## src/rtl/xbar_sched_pkg.sv

```systemverilog
// Shared encodings for the 2x2 crossbar scheduler.
// Crossbar control values, per-output owner encoding, destination encoding.
// No ports; imported by xbar_out_arb and crossbar_2x2_sched.
package xbar_sched_pkg;

  localparam logic CTRL_BAR   = 1'b0;  // in1->out1, in2->out2
  localparam logic CTRL_CROSS = 1'b1;  // in1->out2, in2->out1

  localparam logic DEST_OUT1 = 1'b0;
  localparam logic DEST_OUT2 = 1'b1;

  typedef enum logic [1:0] {
    OWN_NONE = 2'b00,
    OWN_IN1  = 2'b01,
    OWN_IN2  = 2'b10
  } owner_e;

endpackage

```

## src/rtl/xbar_out_arb.sv

```systemverilog
// Per-output arbiter: holds the owner of one output and grants one input per cycle.
// Ports: head/locked request qualifiers from both inputs, output space, shared rr_pri in;
//        grant1/grant2, conflict (both heads competed), current owner out.
module xbar_out_arb
  import xbar_sched_pkg::*;
(
  input  logic   clk,
  input  logic   rst_n,
  input  logic   en_i,
  input  logic   head_req1_i,
  input  logic   head_req2_i,
  input  logic   valid1_i,
  input  logic   valid2_i,
  input  logic   last1_i,
  input  logic   last2_i,
  input  logic   space_i,
  input  logic   rr_pri_i,
  output logic   grant1_o,
  output logic   grant2_o,
  output logic   conflict_o,
  output owner_e owner_o
);

  owner_e owner_q, owner_d;

  always_comb begin
    grant1_o   = 1'b0;
    grant2_o   = 1'b0;
    conflict_o = 1'b0;
    owner_d    = owner_q;

    if (en_i && space_i) begin
      case (owner_q)
        OWN_IN1: grant1_o = valid1_i;
        OWN_IN2: grant2_o = valid2_i;
        default: begin
          if (head_req1_i && head_req2_i) begin
            conflict_o = 1'b1;
            grant1_o   = !rr_pri_i;
            grant2_o   = rr_pri_i;
          end else begin
            grant1_o = head_req1_i;
            grant2_o = head_req2_i;
          end
        end
      endcase
    end

    // Lock on a non-last beat, release on the last beat; single-beat packets never lock.
    if (grant1_o) begin
      owner_d = last1_i ? OWN_NONE : OWN_IN1;
    end else if (grant2_o) begin
      owner_d = last2_i ? OWN_NONE : OWN_IN2;
    end
  end

  always_ff @(posedge clk or negedge rst_n) begin
    if (!rst_n) begin
      owner_q <= OWN_NONE;
    end else begin
      owner_q <= owner_d;
    end
  end

  assign owner_o = owner_q;

endmodule

```

## src/rtl/crossbar_2x2_sched.sv

```systemverilog
// Scheduler and registered output stage for the 2x2 DW-bit crossbar.
// Ports: two input beat streams (valid/dest/last/data, combinational ready),
//        two registered output streams (valid/data/last, ready in), registered control bit.
module crossbar_2x2_sched
  import xbar_sched_pkg::*;
#(
  parameter int DW = 4
) (
  input  logic          clk,
  input  logic          rst_n,
  input  logic          in1_valid,
  input  logic          in1_dest,
  input  logic          in1_last,
  input  logic [DW-1:0] in1_data,
  output logic          in1_ready,
  input  logic          in2_valid,
  input  logic          in2_dest,
  input  logic          in2_last,
  input  logic [DW-1:0] in2_data,
  output logic          in2_ready,
  output logic          out1_valid,
  output logic [DW-1:0] out1_data,
  output logic          out1_last,
  input  logic          out1_ready,
  output logic          out2_valid,
  output logic [DW-1:0] out2_data,
  output logic          out2_last,
  input  logic          out2_ready,
  output logic          control
);

  owner_e own1, own2;
  logic   free1, free2;
  logic   space1, space2;
  logic   g1_o1, g2_o1, g1_o2, g2_o2;
  logic   conf1, conf2;
  logic   sel, xfer;
  logic   wr1, wr2;
  logic   [DW-1:0] sw1_data, sw2_data;
  logic   sw1_last, sw2_last;

  logic          rr_pri_q, rr_pri_d;
  logic          control_q, control_d;
  logic          out1_valid_q, out2_valid_q;
  logic [DW-1:0] out1_data_q, out2_data_q;
  logic          out1_last_q, out2_last_q;

  // An input may only start a new packet when it holds neither output.
  assign free1  = (own1 != OWN_IN1) && (own2 != OWN_IN1);
  assign free2  = (own1 != OWN_IN2) && (own2 != OWN_IN2);
  assign space1 = !out1_valid_q || out1_ready;
  assign space2 = !out2_valid_q || out2_ready;

  // Grants are suppressed while reset is held so no beat is acknowledged and lost.
  xbar_out_arb u_arb_out1 (
    .clk        (clk),
    .rst_n      (rst_n),
    .en_i       (rst_n),
    .head_req1_i(in1_valid && free1 && (in1_dest == DEST_OUT1)),
    .head_req2_i(in2_valid && free2 && (in2_dest == DEST_OUT1)),
    .valid1_i   (in1_valid),
    .valid2_i   (in2_valid),
    .last1_i    (in1_last),
    .last2_i    (in2_last),
    .space_i    (space1),
    .rr_pri_i   (rr_pri_q),
    .grant1_o   (g1_o1),
    .grant2_o   (g2_o1),
    .conflict_o (conf1),
    .owner_o    (own1)
  );

  xbar_out_arb u_arb_out2 (
    .clk        (clk),
    .rst_n      (rst_n),
    .en_i       (rst_n),
    .head_req1_i(in1_valid && free1 && (in1_dest == DEST_OUT2)),
    .head_req2_i(in2_valid && free2 && (in2_dest == DEST_OUT2)),
    .valid1_i   (in1_valid),
    .valid2_i   (in2_valid),
    .last1_i    (in1_last),
    .last2_i    (in2_last),
    .space_i    (space2),
    .rr_pri_i   (rr_pri_q),
    .grant1_o   (g1_o2),
    .grant2_o   (g2_o2),
    .conflict_o (conf2),
    .owner_o    (own2)
  );

  // Each input owns at most one output, so concurrent grants never disagree on the config.
  assign sel  = (g1_o2 || g2_o1) ? CTRL_CROSS : CTRL_BAR;
  assign xfer = g1_o1 || g2_o1 || g1_o2 || g2_o2;
  assign wr1  = g1_o1 || g2_o1;
  assign wr2  = g1_o2 || g2_o2;

  assign sw1_data = (sel == CTRL_CROSS) ? in2_data : in1_data;
  assign sw1_last = (sel == CTRL_CROSS) ? in2_last : in1_last;
  assign sw2_data = (sel == CTRL_CROSS) ? in1_data : in2_data;
  assign sw2_last = (sel == CTRL_CROSS) ? in1_last : in2_last;

  assign in1_ready = g1_o1 || g1_o2;
  assign in2_ready = g2_o1 || g2_o2;

  // Only one output can see a conflict per cycle; the loser is always the non-priority input.
  assign rr_pri_d  = (conf1 || conf2) ? !rr_pri_q : rr_pri_q;
  assign control_d = xfer ? sel : control_q;

  always_ff @(posedge clk or negedge rst_n) begin
    if (!rst_n) begin
      rr_pri_q     <= 1'b0;
      control_q    <= CTRL_BAR;
      out1_valid_q <= 1'b0;
      out1_data_q  <= '0;
      out1_last_q  <= 1'b0;
      out2_valid_q <= 1'b0;
      out2_data_q  <= '0;
      out2_last_q  <= 1'b0;
    end else begin
      rr_pri_q  <= rr_pri_d;
      control_q <= control_d;
      if (wr1) begin
        out1_valid_q <= 1'b1;
        out1_data_q  <= sw1_data;
        out1_last_q  <= sw1_last;
      end else if (out1_ready) begin
        out1_valid_q <= 1'b0;
      end
      if (wr2) begin
        out2_valid_q <= 1'b1;
        out2_data_q  <= sw2_data;
        out2_last_q  <= sw2_last;
      end else if (out2_ready) begin
        out2_valid_q <= 1'b0;
      end
    end
  end

  assign out1_valid = out1_valid_q;
  assign out1_data  = out1_data_q;
  assign out1_last  = out1_last_q;
  assign out2_valid = out2_valid_q;
  assign out2_data  = out2_data_q;
  assign out2_last  = out2_last_q;
  assign control    = control_q;

endmodule

```

## config.mk

```make
export PLATFORM = sky130hd
export DESIGN_NAME = crossbar_2x2_sched
export DESIGN_NICKNAME = d
export VERILOG_FILES = /design/src/rtl/xbar_sched_pkg.sv /design/src/rtl/xbar_out_arb.sv /design/src/rtl/crossbar_2x2_sched.sv
export SDC_FILE = /design/constraint.sdc
export NUM_CORES = 1
export LEC_CHECK = 0
export CAP_MARGIN = 20
export CORE_UTILIZATION = 51
export CTS_BUF_LIST = sky130_fd_sc_hd__clkbuf_8
export CTS_CLUSTER_SIZE = 14
export DETAILED_ROUTE_END_ITERATION = 8
export PLACE_DENSITY = 0.9
export SKIP_LAST_GASP = 1
export SLEW_MARGIN = 30
export SYNTH_ARGS = -nofsm -noshare
export SYNTH_HDL_FRONTEND = slang
export SYNTH_SLANG_ARGS = --single-unit
export TNS_END_PERCENT = 10
```

## constraint.sdc

```tcl
create_clock -name clk -period 3.8 [get_ports clk]
set_input_delay 0.76 -clock clk [delete_from_list [all_inputs] [get_ports clk]]
set_output_delay 0.76 -clock clk [all_outputs]
set_load 0.1 [all_outputs]
```

==> impl_metrics.env, run 1 <==
export IMPL_r2r_start="u_arb_out2.owner_o[1]$_DFFE_PN0P_"
export IMPL_coreArea_sq_um=1980
export IMPL_final_common_cell="clkdlybuf4s50_1"
export IMPL_antenna_cells=0
export IMPL_async_flop_share=1.00
export IMPL_fp_dieArea_sq_um=2300
export IMPL_ys_top_cells_by_area="dfrtp_1 (42%), a221o_1 (9.3%), nor3b_1 (7.0%)"
export IMPL_critical_path_arrival_ns=2.41
export IMPL_grt_max_degree=16
export IMPL_postCtsHoldBufs=0
export IMPL_final_max_slew_viol_count=0
export IMPL_cp_start_kind="input port"
export IMPL_clock_sinks=18
export IMPL_ys_seq_area_frac=0.418
export IMPL_finClkSkew_ns=0.00138
export IMPL_post_cts_resized=0
export IMPL_wirelength_mm=2.61
export IMPL_wl_per_cell_um=15.9
export IMPL_synth_edff_count=0
export IMPL_cp_endpoint="in2_ready"
export IMPL_drc=0
export IMPL_cts_buffer_depth=2
export IMPL_tns_ns=0
export IMPL_synth_top_area_frac=0.418
export IMPL_io_pins=33
export IMPL_die_w_um=48.0
export IMPL_start_util=0.544
export IMPL_crit_chain="clkdlybuf4s50_1 -> nor3b_2 -> nand3_1 -> o221a_2 -> or2_1 -> buf_12"
export IMPL_initialDrtViolationCount=19
export IMPL_place_ws_ns=0.644
export IMPL_critPathCaptureType="output port"
export IMPL_status="finished, final reports clean"
export IMPL_grt_pass1_vias=874
export IMPL_viasPerCell=5.91
export IMPL_clk_pin_slew_ns=0.07
export IMPL_ys_warn_count=0
export IMPL_max_freq_ghz=0.316
export IMPL_die_h_um=48.0
export IMPL_cp_startpoint="in1_valid"
export IMPL_worst_slack_ns=0.631
export IMPL_slew_headroom=0.347
export IMPL_num_vias=969
export IMPL_fin_util=0.765
export IMPL_crit_slowest_cell="clkdlybuf4s50_1"
export IMPL_final_cell_mix="clkdlybuf4s50_1 (30), dfrtp_1 (18), nor3b_1 (10), a221o_1 (10)"
export IMPL_min_period_over_period=0.834
export IMPL_cts_tree="built"
export IMPL_fin_crit_ns=3.17
export IMPL_crit_fanout=4
export IMPL_dr_pass1_iters=4
export IMPL_cts_buffers=3
export IMPL_nets=160
export IMPL_syn_avg_cell_area_sq_um=10.8
export IMPL_setup_viol=0
export IMPL_post_dp_hpwl_mm=1.89
export IMPL_place_congestion=0.845
export IMPL_gr_total_overflow=0
export IMPL_hp_class="flip-flop to flip-flop"
export IMPL_drive_gt1_frac=0.146
export IMPL_floorplan_rows=16
export IMPL_reg2reg_depth=8
export IMPL_crit_type="input port to output port"
export IMPL_antenna_left=0
export IMPL_syn_instance_count=100
export IMPL_synth_fp_nets=122
export IMPL_synth_cell_type_count=32
export IMPL_root_buffer="clkbuf_8"
export IMPL_tightest_slew_ns=0.977
export IMPL_track_usage=0.262
export IMPL_synth_main_ff_cell="dfrtp_1"
export IMPL_rsz0062_at_grt="false"
export IMPL_r2r_slack_ns=1.58
export IMPL_h_tree_depth=1
export IMPL_required_ns=3.04
export IMPL_antenna_found_initial=0
export IMPL_yosysTopAreaCell="dfrtp_1"
export IMPL_timing_rr_end="out2_last$_DFFE_PN0P_"
export IMPL_grt_pass1_wl_mm=4.06
export IMPL_cap_violations=0
export IMPL_crit_path_max_incr_delay_ns=0.57
export IMPL_synthesis_area_sq_um=1080
export IMPL_clkLatencyLatePin_ns=0.26
export IMPL_ys_ff_latch=18
export IMPL_area_delta_synth_final_pct=40.6
export IMPL_final_hold_viol_count=0
export IMPL_port_buffers=32
export IMPL_cts_setup_buffers=0
## layout make-up
class	instances	area, sq um
multi-input cells	71	573
fillers	124	465
flip-flops and latches	18	450
repair buffers	37	378
clock buffers	4	55.1
well taps	27	33.8
inverters	7	26.3
## sequential cells by signal (all words and copies together) (netlist names)
signal / count
out2_valid: 1
out1_valid: 1
u_arb_out1.owner_o: 2
out2_last: 1
rr_pri_q: 1
out1_data: 4
u_arb_out2.owner_o: 2
out1_last: 1
out2_data: 4
control: 1
## layer usage
layer	vias up	wire (um)	GRT usage
li1	454	-	-
met1	467	1160	0.365
met2	42	1210	0.381
met3	6	189	0.0679
met4	0	45	0.117
met5	-	0	0
## cells by family (layout without fill, tap and decap cells)
logic type	Yosys count	count (layout)	synth area share
fa+ha+maj	4	4	0.0464
xor+xnor	1	1	0.00812
compound gates	25	25	0.210
simple gates	41	41	0.267
flops	18	18	0.418
buf+inv	11	48	0.0511
## Yosys cell counts (2+ instances only)
library cell  number
inv_1              7
nor3b_1           10
nand2_1            7
ha_1               4
dfrtp_1           18
nor2_1             5
a211oi_1           2
o31ai_1            2
nand3_1            3
or2_1              2
a221o_1           10
nor3_1             2
a21oi_1            2
a21o_2             2
nand2b_1           2
o2111ai_1          2
nor3b_2            4
buf_2              2
## worst min-delay path by stage
stage                           start                      to  slack, ns  cells past startpoint
2_1_floorplan                   rst_n     control$_DFFE_PN0P_       0.46                      0
3_3_place_gp      control$_DFFE_PN0P_     control$_DFFE_PN0P_       0.48                      1
3_5_place_dp      control$_DFFE_PN0P_     control$_DFFE_PN0P_       0.49                      1
4_1_cts        out2_valid$_DFFE_PN0P_  out2_valid$_DFFE_PN0P_       0.51                      2
5_1_grt           control$_DFFE_PN0P_     control$_DFFE_PN0P_       0.53                      1
6_report       out2_valid$_DFFE_PN0P_  out2_valid$_DFFE_PN0P_       0.51                      2
## metrics by stage
stage | area [sq um] | cells | hold slack (ns)
final | 1520 | 164 | 0.506
after global routing | 1520 | 164 | 0.534
after CTS | 1520 | 164 | 0.513
after detailed placement | 1460 | 160 | 0.493
after global placement | 1460 | 160 | 0.475
after floorplan | 1080 | 100 | 0.464
## worst max-delay path: cells and delay by family
family	cells	cell delay (ns)
simple gates	3	0.61
buf+inv	2	0.75
compound gates	1	0.29
Power of run 1 is left out: the tool's default activity adds up to more than one toggle a clock period on the data nets, which glitch-free logic cannot reach.
==> run 2: changes to the inputs <==
Settings changed: CORE_UTILIZATION 51 to 43, PLACE_DENSITY 0.9 to 0.81.
Clock period 3.8 ns to 2.63 ns, I/O delays scaled along.
==> run 2 against run 1 <==
Against the previous run: utilization is 10 points lower; via count is 1.2% higher; clock skew is 0.00098 ns higher; first-iteration DRC count is 32% higher; non-clock buffer count is 4 higher; critical path depth is 1 higher; sequential cell count stayed put; routed wire length is 10% higher; largest cell class unchanged.
==> impl_metrics.env, run 2 (synthesis gave the netlist of run 1 again) <==
export IMPL_viasPerCell=5.80
export IMPL_gr_total_overflow=0
export IMPL_drc=0
export IMPL_initialDrtViolationCount=25
export IMPL_critPathCaptureType="output port"
export IMPL_antenna_cells=0
export IMPL_regArea_sq_um=450
export IMPL_cts_buffer_depth=2
export IMPL_fp_dieArea_sq_um=2710
export IMPL_die_w_um=52.1
export IMPL_crit_slowest_cell="dfrtp_1"
export IMPL_wl_per_cell_um=17.0
export IMPL_antenna_left=0
export IMPL_nFillCells=174
export IMPL_h_tree_depth=1
export IMPL_fin_crit_ns=2.54
export IMPL_final_hold_viol_count=0
export IMPL_num_vias=981
export IMPL_cp_start_kind="flip-flop"
export IMPL_crit_fanout=3
export IMPL_final_max_slew_viol_count=0
export IMPL_cap_violations=0
export IMPL_required_ns=2.10
export IMPL_postCtsHoldBufs=0
export IMPL_finClkSkew_ns=0.00236
export IMPL_die_h_um=52.1
export IMPL_worst_path_dominant_cell_family="simple AND/OR/NAND/NOR gates"
export IMPL_final_common_cell="buf_4"
export IMPL_setup_viol=0
export IMPL_min_period_over_period=0.967
export IMPL_cts_buffers=3
export IMPL_post_dp_hpwl_mm=2.23
export IMPL_port_buffers=32
export IMPL_start_util=0.469
export IMPL_place_congestion=0.952
export IMPL_cp_num_buf_inv=2
export IMPL_grt_pass1_vias=1023
export IMPL_drive_gt1_frac=0.277
export IMPL_floorplan_rows=17
export IMPL_hold_slack_ns=0.526
export IMPL_antenna_found_initial=0
export IMPL_clk_pin_slew_ns=0.07
export IMPL_slew_headroom=0.717
export IMPL_coreArea_sq_um=2300
export IMPL_crit_path_max_incr_delay_ns=0.38
export IMPL_root_buffer="clkbuf_8"
export IMPL_crit_type="flip-flop to output port"
export IMPL_crit_chain="inv_1 -> ha_1 -> nor3b_2 -> nand3_1 -> o221a_2 -> or2_2 -> buf_12"
export IMPL_multi_input_area_sq_um=579
export IMPL_fin_util=0.664
export IMPL_clkLatencyLatePin_ns=0.25
export IMPL_track_usage=0.249
export IMPL_max_freq_ghz=0.393
export IMPL_clock_sinks=18
export IMPL_area_delta_synth_final_pct=41.4
export IMPL_final_cell_mix="buf_4 (22), dfrtp_1 (18), clkdlybuf4s50_1 (14)"
export IMPL_critical_path_arrival_ns=2.02
export IMPL_grt_pass1_wl_mm=4.99
export IMPL_tightest_slew_ns=0.423
export IMPL_wirelength_mm=2.87
export IMPL_rsz0062_at_grt="false"
export IMPL_nets=164
export IMPL_cts_tree="built"
export IMPL_grt_max_degree=15
export IMPL_status="finished, final reports clean"
export IMPL_dr_pass1_iters=4
export IMPL_hp_class="flip-flop to flip-flop"
export IMPL_io_pins=33
==> run 2: cell types whose count changed in the layout (fill, tap and decap cells not counted), moves of 2 or more <==
cell             delta
buf_4              +17
clkdlybuf4s50_1    -16
dlymetal6s2s_1      +2
or2_1               -2
or2_2               +2
==> run 2: metrics by stage <==
step	worst slack, ns	instances	TNS [ns]	cell area, sq um
after detailed placement	-0.0591	164	-0.0591	1450
after CTS	0.00294	168	0	1510
final	0.0867	169	0	1530
after floorplan	-0.0109	100	-0.0109	1080
after global routing	0.00391	169	0	1530
after global placement	-0.0516	164	-0.0516	1450
==> run 2: area by class of cell <==
cell class,count,area share
inverters,7,0.0172
repair buffers,41,0.249
flip-flops and latches,18,0.295
well taps,28,0.0230
clock buffers,4,0.0361
multi-input cells,71,0.380
==> run 2: worst reg2reg max path, stage by stage (launching register included) <==
cell       delay [ns]
dfrtp_1          0.38
inv_1            0.05
ha_1             0.21
nand4bb_4        0.25
a311o_1          0.37
a21oi_4          0.15
buf_4            0.22
nor3b_2          0.11
a221o_1          0.36
==> run 2: final timing paths <==
kind | start | endpoint | slack, ns | depth (start not counted)
hold reg to reg | control$_DFFE_PN0P_ | control$_DFFE_PN0P_ | 0.53 | 1
hold / removal | control$_DFFE_PN0P_ | control$_DFFE_PN0P_ | 0.53 | 1
setup / recovery | u_arb_out1.owner_o[1]$_DFFE_PN0P_ | in2_ready | 0.09 | 7
min in group asynchronous | rst_n | out1_valid$_DFFE_PN0P_ | 0.66 | 2
setup reg to reg | u_arb_out2.owner_o[1]$_DFFE_PN0P_ | out1_data[0]$_DFFE_PN0P_ | 0.41 | 8
max in group asynchronous | rst_n | out1_data[3]$_DFFE_PN0P_ | 1.79 | 2
==> run 2: per-layer routing <==
layer / vias up / track usage / wire, um
li1: 462 / - / -
met1: 472 / 0.312 / 1250
met2: 39 / 0.449 / 1430
met3: 8 / 0.0322 / 138
met4: 0 / 0.0541 / 58
met5: - / 0 / 0
==> run 2: repair_timing <==
action | in CTS | in global routing
pin swaps | 0 | 1
endpoints found under the setup margin | 1 | 1
hold endpoints to repair | 0 | 0
resized for setup | 1 | 3
setup buffers | 0 | 1
gates cloned | 0 | 0
Power of run 2 is left out for the same reason.
==> run 3: changes to the inputs <==
Clock period 2.63 ns to 2.3 ns, I/O delays scaled along.
==> run 3 against run 2 <==
Against the previous run: the flow now finishes with violations (setup timing); first-iteration DRC count grew 4.0%; critical path depth unchanged; register-to-register slack worse by 0.36 ns; final area up 9.6%; clock skew is 0.00073 ns lower; sequential share of layout area is 2.4 points lower; die area unchanged; routed wire length increased by 4.0%; utilization rose by 6.4 points; critical path type unchanged; critical endpoint is now in1_ready.
==> impl_metrics.env, run 3 (synthesis gave the netlist of run 1 again) <==
export IMPL_fp_dieArea_sq_um=2710
export IMPL_crit_type="flip-flop to output port"
export IMPL_antenna_found_initial=0
export IMPL_clkLatencyLatePin_ns=0.25
export IMPL_slew_headroom=0.746
export IMPL_floorplan_rows=17
export IMPL_critical_path_arrival_ns=1.96
export IMPL_drive_gt1_frac=0.407
export IMPL_tightest_slew_ns=0.379
export IMPL_area_delta_synth_final_pct=55.0
export IMPL_wl_per_cell_um=16.8
export IMPL_worst_slack_ns=-0.118
export IMPL_die_w_um=52.1
export IMPL_rsz0062_at_grt="true"
export IMPL_place_congestion=0.860
export IMPL_crit_fanout=4
export IMPL_antenna_cells=0
export IMPL_nets=173
export IMPL_num_vias=1022
export IMPL_post_dp_hpwl_mm=2.17
export IMPL_grt_pass1_vias=1103
export IMPL_place_area_sq_um=1510
export IMPL_max_freq_ghz=0.414
export IMPL_io_pins=33
export IMPL_coreArea_sq_um=2300
export IMPL_cp_start_kind="flip-flop"
export IMPL_track_usage=0.243
export IMPL_final_common_cell="buf_4"
export IMPL_critPathCaptureType="output port"
export IMPL_status="finished, violations left"
export IMPL_hp_class="flip-flop to flip-flop"
export IMPL_dr_pass1_iters=4
export IMPL_final_cell_mix="buf_4 (31), dfrtp_1 (16), clkdlybuf4s50_1 (15)"
export IMPL_h_tree_depth=1
export IMPL_min_period_over_period=1.05
export IMPL_grt_pass1_wl_mm=4.83
export IMPL_die_h_um=52.1
export IMPL_final_max_slew_viol_count=0
export IMPL_nFillCells=162
export IMPL_viasPerCell=5.74
export IMPL_antenna_left=0
export IMPL_required_ns=1.84
export IMPL_grt_max_degree=11
export IMPL_drc=0
export IMPL_wirelength_mm=2.99
export IMPL_gr_total_overflow=0
export IMPL_violations="setup timing"
export IMPL_finalInstanceArea_sq_um=1670
export IMPL_finClkSkew_ns=0.00163
export IMPL_cts_buffer_depth=2
export IMPL_cap_violations=0
export IMPL_final_hold_viol_count=0
export IMPL_port_buffers=32
export IMPL_clk_pin_slew_ns=0.07
export IMPL_cts_buffers=3
export IMPL_reg2reg_depth=9
export IMPL_clock_sinks=18
export IMPL_root_buffer="clkbuf_8"
export IMPL_start_util=0.469
export IMPL_cts_tree="built"
export IMPL_hold_path_depth=2
export IMPL_fin_crit_ns=2.42
export IMPL_initialDrtViolationCount=26
export IMPL_setup_viol=2
[run 3: timing repair]
action / in CTS / in global routing
pin swaps: 8 / 0
resized for setup: 16 / 2
hold buffers: 0 / 0
gates cloned: 0 / 0
setup endpoints to repair: 2 / 11
buffers inserted: 4 / 0
[run 3: final timing paths]
check | from | slack, ns | endpoint
worst max-delay path | u_arb_out2.owner_o[0]$_DFFE_PN0P_ | -0.12 | in1_ready
worst min-delay path | out2_valid$_DFFE_PN0P_ | 0.52 | out2_valid$_DFFE_PN0P_
worst max register to register | u_arb_out2.owner_o[0]$_DFFE_PN0P_ | 0.05 | out1_data[3]$_DFFE_PN0P_
worst min register to register | out2_valid$_DFFE_PN0P_ | 0.52 | out2_valid$_DFFE_PN0P_
max in group asynchronous | rst_n | 1.41 | u_arb_out1.owner_o[1]$_DFFE_PN0P_
min in group asynchronous | rst_n | 0.58 | rr_pri_q$_DFFE_PN0P_
[run 3: critical path, cell delays in order (launching register included)]
cell and delay, ns:
dfrtp_1 0.40, inv_1 0.09, ha_2 0.23, nor3b_4 0.26
a311o_1 0.25, a21oi_4 0.07, or2_4 0.25, buf_12 0.17
[run 3: layer usage]
metal	vias to the layer above	GRT usage	routed length, um	share of wire
met5	-	0	0	0
met4	0	0.0811	12	0.0040
met3	2	0.0292	111	0.037
met2	31	0.434	1600	0.53
met1	510	0.298	1270	0.42
li1	479	-	-	-
[run 3: stage by stage]
| stage | setup WS, ns | std cells | setup TNS (ns) | util | hold slack, ns |
|---|---|---|---|---|---|
| 2_1_floorplan | -0.0236 | 100 | -0.0236 | - | 0.164 |
| 3_3_place_gp | -0.192 | 170 | -1.87 | 0.655 | 0.483 |
| 3_5_place_dp | -0.198 | 170 | -2.08 | 0.655 | 0.486 |
| 4_1_cts | -0.107 | 178 | -0.214 | 0.723 | 0.512 |
| 5_1_grt | -0.169 | 178 | -0.464 | 0.728 | 0.532 |
| 6_report | -0.118 | 178 | -0.224 | 0.728 | 0.516 |
[run 3: area by class of cell]
class                   count  area [sq um]  share of cell area
repair buffers             50           440               0.263
clock buffers               4          55.1              0.0329
inverters                   7          26.3              0.0157
multi-input cells          71           662               0.396
well taps                  28          35.0              0.0210
flip-flops and latches     18           453               0.271
Power of run 3 is left out for the same reason.
